--- src/rtl/rapcore_cmd_arbiter.sv ---
// Command scheduler for the rapcore motion core: arbitrates a Wishbone-fed
// command FIFO against the SPI command source and exposes status/control/counters.
module rapcore_cmd_arbiter #(
   parameter int unsigned FIFO_DEPTH = 8,
   parameter logic [31:0] BASE_ADR   = 32'h3000_0000
) (
   input  logic        wb_clk_i,
   input  logic        resetn,
   input  logic        wbs_cyc_i,
   input  logic        wbs_stb_i,
   input  logic        wbs_we_i,
   input  logic [3:0]  wbs_sel_i,
   input  logic [31:0] wbs_adr_i,
   input  logic [31:0] wbs_dat_i,
   output logic        wbs_ack_o,
   output logic [31:0] wbs_dat_o,
   input  logic        spi_cmd_valid,
   input  logic [31:0] spi_cmd_data,
   output logic        spi_cmd_ready,
   output logic        core_cmd_valid,
   output logic [31:0] core_cmd_data,
   output logic        core_cmd_src,
   input  logic        core_cmd_ready,
   input  logic        halt
);

   localparam int unsigned AW = $clog2(FIFO_DEPTH);
   localparam int unsigned LW = AW + 1;
   localparam logic [LW-1:0] DEPTH_L = LW'(FIFO_DEPTH);

   typedef enum logic {IDLE, HOLD} state_t;

   state_t        state_q;
   logic          ack_q;
   logic [31:0]   dat_q, dat_d;
   logic          en_q, prio_q, ovf_q, last_src_q;
   logic          halt_meta_q, halted_q;
   logic [31:0]   data_q;
   logic          src_q;
   logic [15:0]   wb_cnt_q, spi_cnt_q;
   logic [AW-1:0] wptr_q, rptr_q;
   logic [LW-1:0] level_q, level_ap;
   logic [31:0]   mem_q [FIFO_DEPTH];

   logic          access, acc_new, wr_new, rd_new;
   logic [1:0]    off;
   logic          cmd_wr, status_wr, ctrl_wr, grants_wr, flush, fifo_clr;
   logic          push, ovf_set, pop, load, xfer;
   logic          wb_req, spi_req, grant_spi, grant_wb;
   logic [31:0]   status;
   logic          unused_adr;

   // A new access is only recognised while ack is low, so ack pulses once and then rests.
   assign access    = wbs_cyc_i & wbs_stb_i & (wbs_adr_i[31:4] == BASE_ADR[31:4]);
   assign acc_new   = access & ~ack_q;
   assign wr_new    = acc_new & wbs_we_i;
   assign rd_new    = acc_new & ~wbs_we_i;
   assign off       = wbs_adr_i[3:2];
   assign unused_adr = ^wbs_adr_i[1:0];

   assign cmd_wr    = wr_new & (off == 2'd0) & (wbs_sel_i == 4'hF);
   assign status_wr = wr_new & (off == 2'd1);
   assign ctrl_wr   = wr_new & (off == 2'd2);
   assign grants_wr = wr_new & (off == 2'd3);
   assign flush     = ctrl_wr & wbs_dat_i[2];
   assign fifo_clr  = flush | halted_q;

   assign wb_req    = (level_q != '0);
   assign spi_req   = spi_cmd_valid;
   assign grant_spi = spi_req & (~wb_req | prio_q | ~last_src_q);
   assign grant_wb  = wb_req & ~grant_spi;
   assign load      = en_q & ~halted_q & (~core_cmd_valid | core_cmd_ready);
   assign pop       = load & grant_wb;
   assign xfer      = core_cmd_valid & core_cmd_ready;

   // Fullness is judged after this cycle's pop so a push into a draining full FIFO survives.
   assign level_ap  = level_q - LW'(pop);
   assign push      = cmd_wr & ~fifo_clr & (level_ap != DEPTH_L);
   assign ovf_set   = cmd_wr & ~fifo_clr & (level_ap == DEPTH_L);

   assign status = {18'd0, core_cmd_valid, last_src_q, halted_q, ovf_q,
                    (level_q == DEPTH_L), (level_q == '0), 8'(level_q)};

   always_comb begin
      dat_d = '0;
      if (rd_new) begin
         case (off)
            2'd1:    dat_d = status;
            2'd2:    dat_d = {30'd0, prio_q, en_q};
            2'd3:    dat_d = {spi_cnt_q, wb_cnt_q};
            default: dat_d = '0;
         endcase
      end
   end

   always_ff @(posedge wb_clk_i or negedge resetn) begin
      if (!resetn) begin
         ack_q     <= 1'b0;
         dat_q     <= '0;
         en_q      <= 1'b0;
         prio_q    <= 1'b0;
         ovf_q     <= 1'b0;
         wb_cnt_q  <= '0;
         spi_cnt_q <= '0;
      end else begin
         ack_q <= acc_new;
         dat_q <= dat_d;
         if (ctrl_wr) begin
            en_q   <= wbs_dat_i[0];
            prio_q <= wbs_dat_i[1];
         end
         if (ovf_set)
            ovf_q <= 1'b1;
         else if (status_wr && wbs_dat_i[10])
            ovf_q <= 1'b0;
         if (grants_wr) begin
            wb_cnt_q  <= '0;
            spi_cnt_q <= '0;
         end else if (xfer) begin
            if (src_q) spi_cnt_q <= spi_cnt_q + 16'd1;
            else       wb_cnt_q  <= wb_cnt_q + 16'd1;
         end
      end
   end

   always_ff @(posedge wb_clk_i or negedge resetn) begin
      if (!resetn) begin
         halt_meta_q <= 1'b0;
         halted_q    <= 1'b0;
      end else begin
         halt_meta_q <= halt;
         halted_q    <= halt_meta_q;
      end
   end

   always_ff @(posedge wb_clk_i or negedge resetn) begin
      if (!resetn) begin
         wptr_q  <= '0;
         rptr_q  <= '0;
         level_q <= '0;
      end else if (fifo_clr) begin
         wptr_q  <= '0;
         rptr_q  <= '0;
         level_q <= '0;
      end else begin
         if (push) wptr_q <= wptr_q + AW'(1);
         if (pop)  rptr_q <= rptr_q + AW'(1);
         level_q <= level_ap + LW'(push);
      end
   end

   always_ff @(posedge wb_clk_i) begin
      if (push) mem_q[wptr_q] <= wbs_dat_i;
   end

   always_ff @(posedge wb_clk_i or negedge resetn) begin
      if (!resetn) begin
         state_q    <= IDLE;
         data_q     <= '0;
         src_q      <= 1'b0;
         last_src_q <= 1'b1;
      end else if (halted_q) begin
         state_q <= IDLE;
      end else if (load && (wb_req || spi_req)) begin
         state_q    <= HOLD;
         data_q     <= grant_spi ? spi_cmd_data : mem_q[rptr_q];
         src_q      <= grant_spi;
         last_src_q <= grant_spi;
      end else if (xfer) begin
         state_q <= IDLE;
      end
   end

   assign wbs_ack_o      = ack_q;
   assign wbs_dat_o      = dat_q;
   assign core_cmd_valid = (state_q == HOLD);
   assign core_cmd_data  = data_q;
   assign core_cmd_src   = src_q;
   assign spi_cmd_ready  = load & grant_spi;

endmodule

--- config.mk ---
export PLATFORM = sky130hd
export DESIGN_NAME = rapcore_cmd_arbiter
export DESIGN_NICKNAME = d
export VERILOG_FILES = /design/src/rtl/rapcore_cmd_arbiter.sv
export SDC_FILE = /design/constraint.sdc
export NUM_CORES = 1
export LEC_CHECK = 0
export CAP_MARGIN = 20
export CORE_MARGIN = 5
export CORE_UTILIZATION = 60
export DETAILED_ROUTE_END_ITERATION = 8
export GPL_ROUTABILITY_DRIVEN = 0
export GPL_TIMING_DRIVEN = 0
export HOLD_SLACK_MARGIN = 0.12
export PLACE_DENSITY = 0.85
export SETUP_SLACK_MARGIN = 0.05
export SYNTH_ARGS = -nofsm -noshare
export SYNTH_HDL_FRONTEND = slang
export SYNTH_SLANG_ARGS = --single-unit
--- constraint.sdc ---
create_clock -name wb_clk_i -period 8.1 [get_ports wb_clk_i]
set_clock_uncertainty 0.2 [all_clocks]
set_input_delay 0.81 -clock wb_clk_i [delete_from_list [all_inputs] [get_ports wb_clk_i]]
set_output_delay 0.81 -clock wb_clk_i [all_outputs]
set_load 0.005 [all_outputs]
== Word-level counts from Yosys, hierarchy flattened ==
Memories as Yosys holds them, arrays and structs flattened.
Cells that the tools add are included.

* Flip-flop bits (word level): 115
* Memories: 1
* RAM bits: 256
* Input bits: 108

{| class="wikitable"
|+ Memory list
! memory !! words !! bits a word !! read ports !! clocked after Yosys merged registers in !! write ports !! line !! text
|-
| mem_q || 8 || 32 || 1 || 0 || 1 || 43 || <nowiki>logic [31:0] mem_q [FIFO_DEPTH];</nowiki>
|}

* Add/subtract/negate cells: 6
* Reduce and logical (&&, ||, !) cells: 15
* Bitwise logic cells: 33
* Eq/ne operators: 9
* Muxes and demuxes: 21

{| class="wikitable"
|+ Operator list
! cell !! number
|-
| 16-bit two-way mux || 6
|-
| 32-bit one-hot mux with 3 select lines || 1
|-
| 32-bit two-way mux || 2
|-
| 16-bit by 1-bit adder with 16-bit output (second input constant) || 2
|-
| 28-bit by 26-bit equality test with 1-bit output (second input constant) || 1
|-
| 1-bit bitwise AND || 21
|-
| 4-bit equality test (second input constant) || 3
|-
| 3-bit two-way mux || 4
|-
| 2-bit nonzero test || 5
|-
| 1-bit NOT || 8
|-
| 1-bit two-way mux || 7
|-
| 3-bit by 1-bit adder with 3-bit output (second input constant) || 2
|-
| 2-bit AND reduction || 3
|-
| 4-bit by 1-bit adder with 4-bit output || 1
|-
| 2-bit equality test (second input constant) || 2
|-
| 4-bit logical NOT || 1
|-
| 4-bit two-way mux || 1
|-
| 4-bit inequality test (second input constant) || 1
|-
| 1-bit bitwise OR || 4
|-
| 4-bit nonzero test || 1
|-
| 4-bit by 1-bit subtractor with 4-bit output || 1
|-
| 3-bit nonzero test || 1
|-
| 2-bit by 1-bit equality test with 1-bit output (second input constant) || 1
|-
| 1-bit logical AND || 2
|-
| other kinds (3) || 3
|}

== Logic depth before layout (Yosys ltp) ==
* Depth after elaboration: 13
* Depth in mapped cells: 12
* Mapped depth without buffers: 12

== Least setup slack after synthesis ==
Ideal clock, no wire load.

* Path kind: input -> register
* From: in core_cmd_ready
* To: mem mem_q[1][0] (enable)
* Data required time: 7,439 ps
* Buffers on the path: 0
* Arrival time: 4,735 ps
* Stages on the path: 9
* Slack: 2,704 ps
* Path through: nor2b_1 > a2111oi_2 > ha_1 > ha_1 > xor2_1 > or4_4 > and3b_1 > nand3_1 > nor3_1

* Cells in the longest elaborated chain, start to end: 8

{| class="wikitable"
|+ Ends and longest elaborated chain
! what !! line !! text
|-
| start: declaration || 23 || <nowiki>input logic core_cmd_ready,</nowiki>
|-
| 1-bit bitwise OR || 72 || <nowiki>assign load = en_q & ~halted_q & (~core_cmd_valid | core_cmd_ready);</nowiki>
|-
| 1-bit bitwise AND || 72 ||
|-
| 1-bit bitwise AND || 73 || <nowiki>assign pop = load & grant_wb;</nowiki>
|-
| 4-bit by 1-bit subtractor with 4-bit output || 77 || <nowiki>assign level_ap = level_q - LW'(pop);</nowiki>
|-
| 4-bit inequality test || 78 || <nowiki>assign push = cmd_wr & ~fifo_clr & (level_ap != DEPTH_L);</nowiki>
|-
| 1-bit bitwise AND || 78 ||
|-
| 1-bit two-way mux || 153 || <nowiki>if (push) mem_q[wptr_q] <= wbs_dat_i;</nowiki>
|-
| 1-bit two-way mux (implied by the code) || 153 ||
|-
| end: declaration || 43 ||
|}

No other way between the ends.

== Worst setup path after layout ==
* From: in core_cmd_ready
* To: mem mem_q[1][9] (enable)

Same word-level chain as after synthesis.

==> out/metrics.csv <==
metric,value,unit
CP Depth,13,
DIE AREA,27800,um^2
Synth warnings,0,
"Worst Path Class, Setup",input pin to flip-flop,
commonest cells in the netlist,"edfxtp_1, dfrtp_1, nand2_1, nor2_1, mux4_2",
startpoint types,input pin,
final hold slack,151,ps
vias in the first global route,9514,
Place WS,2480,ps
outcome,completed,
minimum clock period,5250,ps
Synth area leaders,"edfxtp_1, dfrtp_1, mux4_2, mux2i_1, nand2_1",
hold depth,0,
DR pass1 iterations,5,
largest net degree at the start of global routing,83,
kind of end point of the critical path,flip-flop,
Ports,176,
FP Rows,57,
CTS tree,built,
Die Width,167,um
number of port buffers,172,
Synth async-reset ratio,31.0,%
post-route ant nets,0,
Post-DP HPWL,23.5,mm
max_cap viols,0,
M1 WL,13.3,mm
RR Startpoint,halted_q,
Avg Vias per Cell,6.03,
Placed Cells,1420,
Post-synth EDFFs,256,
maximum VDD drop,0.157,mV
Yosys top cell by area,edfxtp_1,
total global routing track utilization,26.2,%
drt wl/cell,24.4,um
worst-skew pair later-pin latency,520,ps
ys flop type,edfxtp_1,
clock slew at reported path FFs,60,ps
sequential share of the synthesized area,71.6,%
total CTS buffers,38,
worst setup path start,core_cmd_ready,
RSZ-0062 raised after global routing,false,
clk sinks,371,
"Area growth, synth to finish",24.8,%
initial antenna violation count,0,
count of final hold-check violations,0,
initial drt markers,880,
post-CTS sizing,0,
crit-path cells,"clkdlybuf4s50_1, nor2b_1, a2111oi_2, ha_1, ha_1, xor2_1, or4_4, and3b_1, nand3_1, nor3_2, buf_6, buf_8, buf_6",
nets,1253,
Routed WL,36.3,mm
syn nets,1026,
Pwr Density,208,nW/um^2
routed vias,8998,
Synth cell types,47,
part of the cycle the worst path needs,64.8,%
met2 WL post-DR,18.4,mm
DIE HEIGHT,167,um
global-route wire length before repair,55.7,mm
Yosys reg bits,371,
routed wl met3,3.11,mm
R2R depth,12,
Fin Setup TNS,0,ps
Setup WS post-layout,2850,ps
worst-path fanout max,10,
top-area cell type share of the netlist area,52.1,%
Worst Path Arrival,5280,ps
htree depth,2,
P_leak,0.00663,uW
fmax,190,MHz
Crit path max-delay family,simple AND/OR/NAND/NOR gates,
post-route insts no fill,1491,
Initial Util,60.9,%
core area,24200,um^2
Max-slew headroom,37.8,%
layout cells sized above 1,14.1,%
Final setup viols,0,
cell with the most instances after synthesis,edfxtp_1,
post-synthesis cell count,910,
grt ovf,0,
top sig layer,met4,
CP required,8130,ps
Synth Area per Inst,16.2,um^2
slowest CP cell,a2111oi_2,
Slew @ Worst Pin,932,ps
DRC viols,0,
Clock Tree Buf Depth,3,
worst stage delay on the critical path,810,ps
hold_sp,halt_meta_q,
worst hold path type,flip-flop to flip-flop,
clock root buffer,clkbuf_16,
mapped cell area,14800,um^2
CP Buf/Inv Count,4,
"Slew Viols, Final",0,
report_power, final:
group	leakage, uW	internal, uW	switching (uW)
logic	0.00232	53.6	52.8
clock network	0.000588	990	702
registers	0.00372	2030	2.35
total	0.00663	3080	757
layout by cell type, fill, tap and decap left out, types with 5 or more instances in the layout:
cell type / instances
edfxtp_1: 256
clkdlybuf4s50_1: 171
dfrtp_1: 114
nand2_1: 81
mux4_2: 64
nor2_1: 60
o21ai_0: 57
mux2i_1: 40
clkbuf_16: 40
clkbuf_1: 39
and2_1: 24
xnor2_1: 22
inv_1: 15
nand4_1: 14
buf_2: 14
xor2_1: 14
nand3_1: 13
nor4_1: 9
o21ai_1: 9
buf_6: 8
ha_1: 8
nor3_1: 7
nor2_4: 6
and3_1: 5
clkbuf_8: 5
sequential cells by signal, indices dropped and copies added (netlist names):
register and cells:
mem_q 256, core_cmd_data 32, wbs_dat_o 32, spi_cnt_q 16, wb_cnt_q 16, level_q 4
rptr_q 3, wptr_q 3, core_cmd_src 1, core_cmd_valid 1, en_q 1, halt_meta_q 1
halted_q 1, last_src_q 1, ovf_q 1, prio_q 1, wbs_ack_o 1
final timing paths:
kind	endpoint	slack [ps]
setup / recovery	mem_q[1][9]	2850
hold / removal	halted_q	150
setup reg to reg	mem_q[1][9]	3130
hold reg to reg	halted_q	150
max in group asynchronous	last_src_q	6440
min in group asynchronous	wbs_dat_o[11]	540
logic make-up after synthesis:
logic type / share of synthesized area [%]
fa+ha+maj: 0.678
simple gates: 7.80
buf+inv: 1.77
mux: 12.8
compound gates: 3.28
xor+xnor: 2.14
flops: 71.6
layout make-up:
class / instances / area (um^2)
Antenna cell: 1 / 2.50
Inverter: 15 / 56.3
Clock inverter: 10 / 95.1
Sequential cell: 371 / 10600
Timing Repair Buffer: 187 / 1980
Tap cell: 324 / 405
Buffer: 46 / 205
Clock buffer: 59 / 1120
Multi-Input combinational cell: 478 / 3990
Fill cell: 1382 / 5820
stage by stage:
| stage | utilization, % | instance area, um^2 | power, uW |
|---|---|---|---|
| final | 76.0 | 18400 | 3830 |
| after global routing | 76.0 | 18400 | 3940 |
| after CTS | 76.0 | 18400 | 3840 |
| after detailed placement | 70.9 | 17200 | 2180 |
| after global placement | 69.7 | 16900 | 2170 |
| after floorplan | - | 14800 | 2090 |
layer usage:
metal,track usage [%],vias to the layer above
met1,33.3,4523
met5,0,-
met4,11.3,0
met3,5.59,99
li1,-,3888
met2,44.3,488
timing repair:
item,CTS,global route
endpoints found under the hold margin,33,0
hold buffers,1,0
buffers inserted,0,0
No activity file was read; power rests on OpenSTA's default activity.
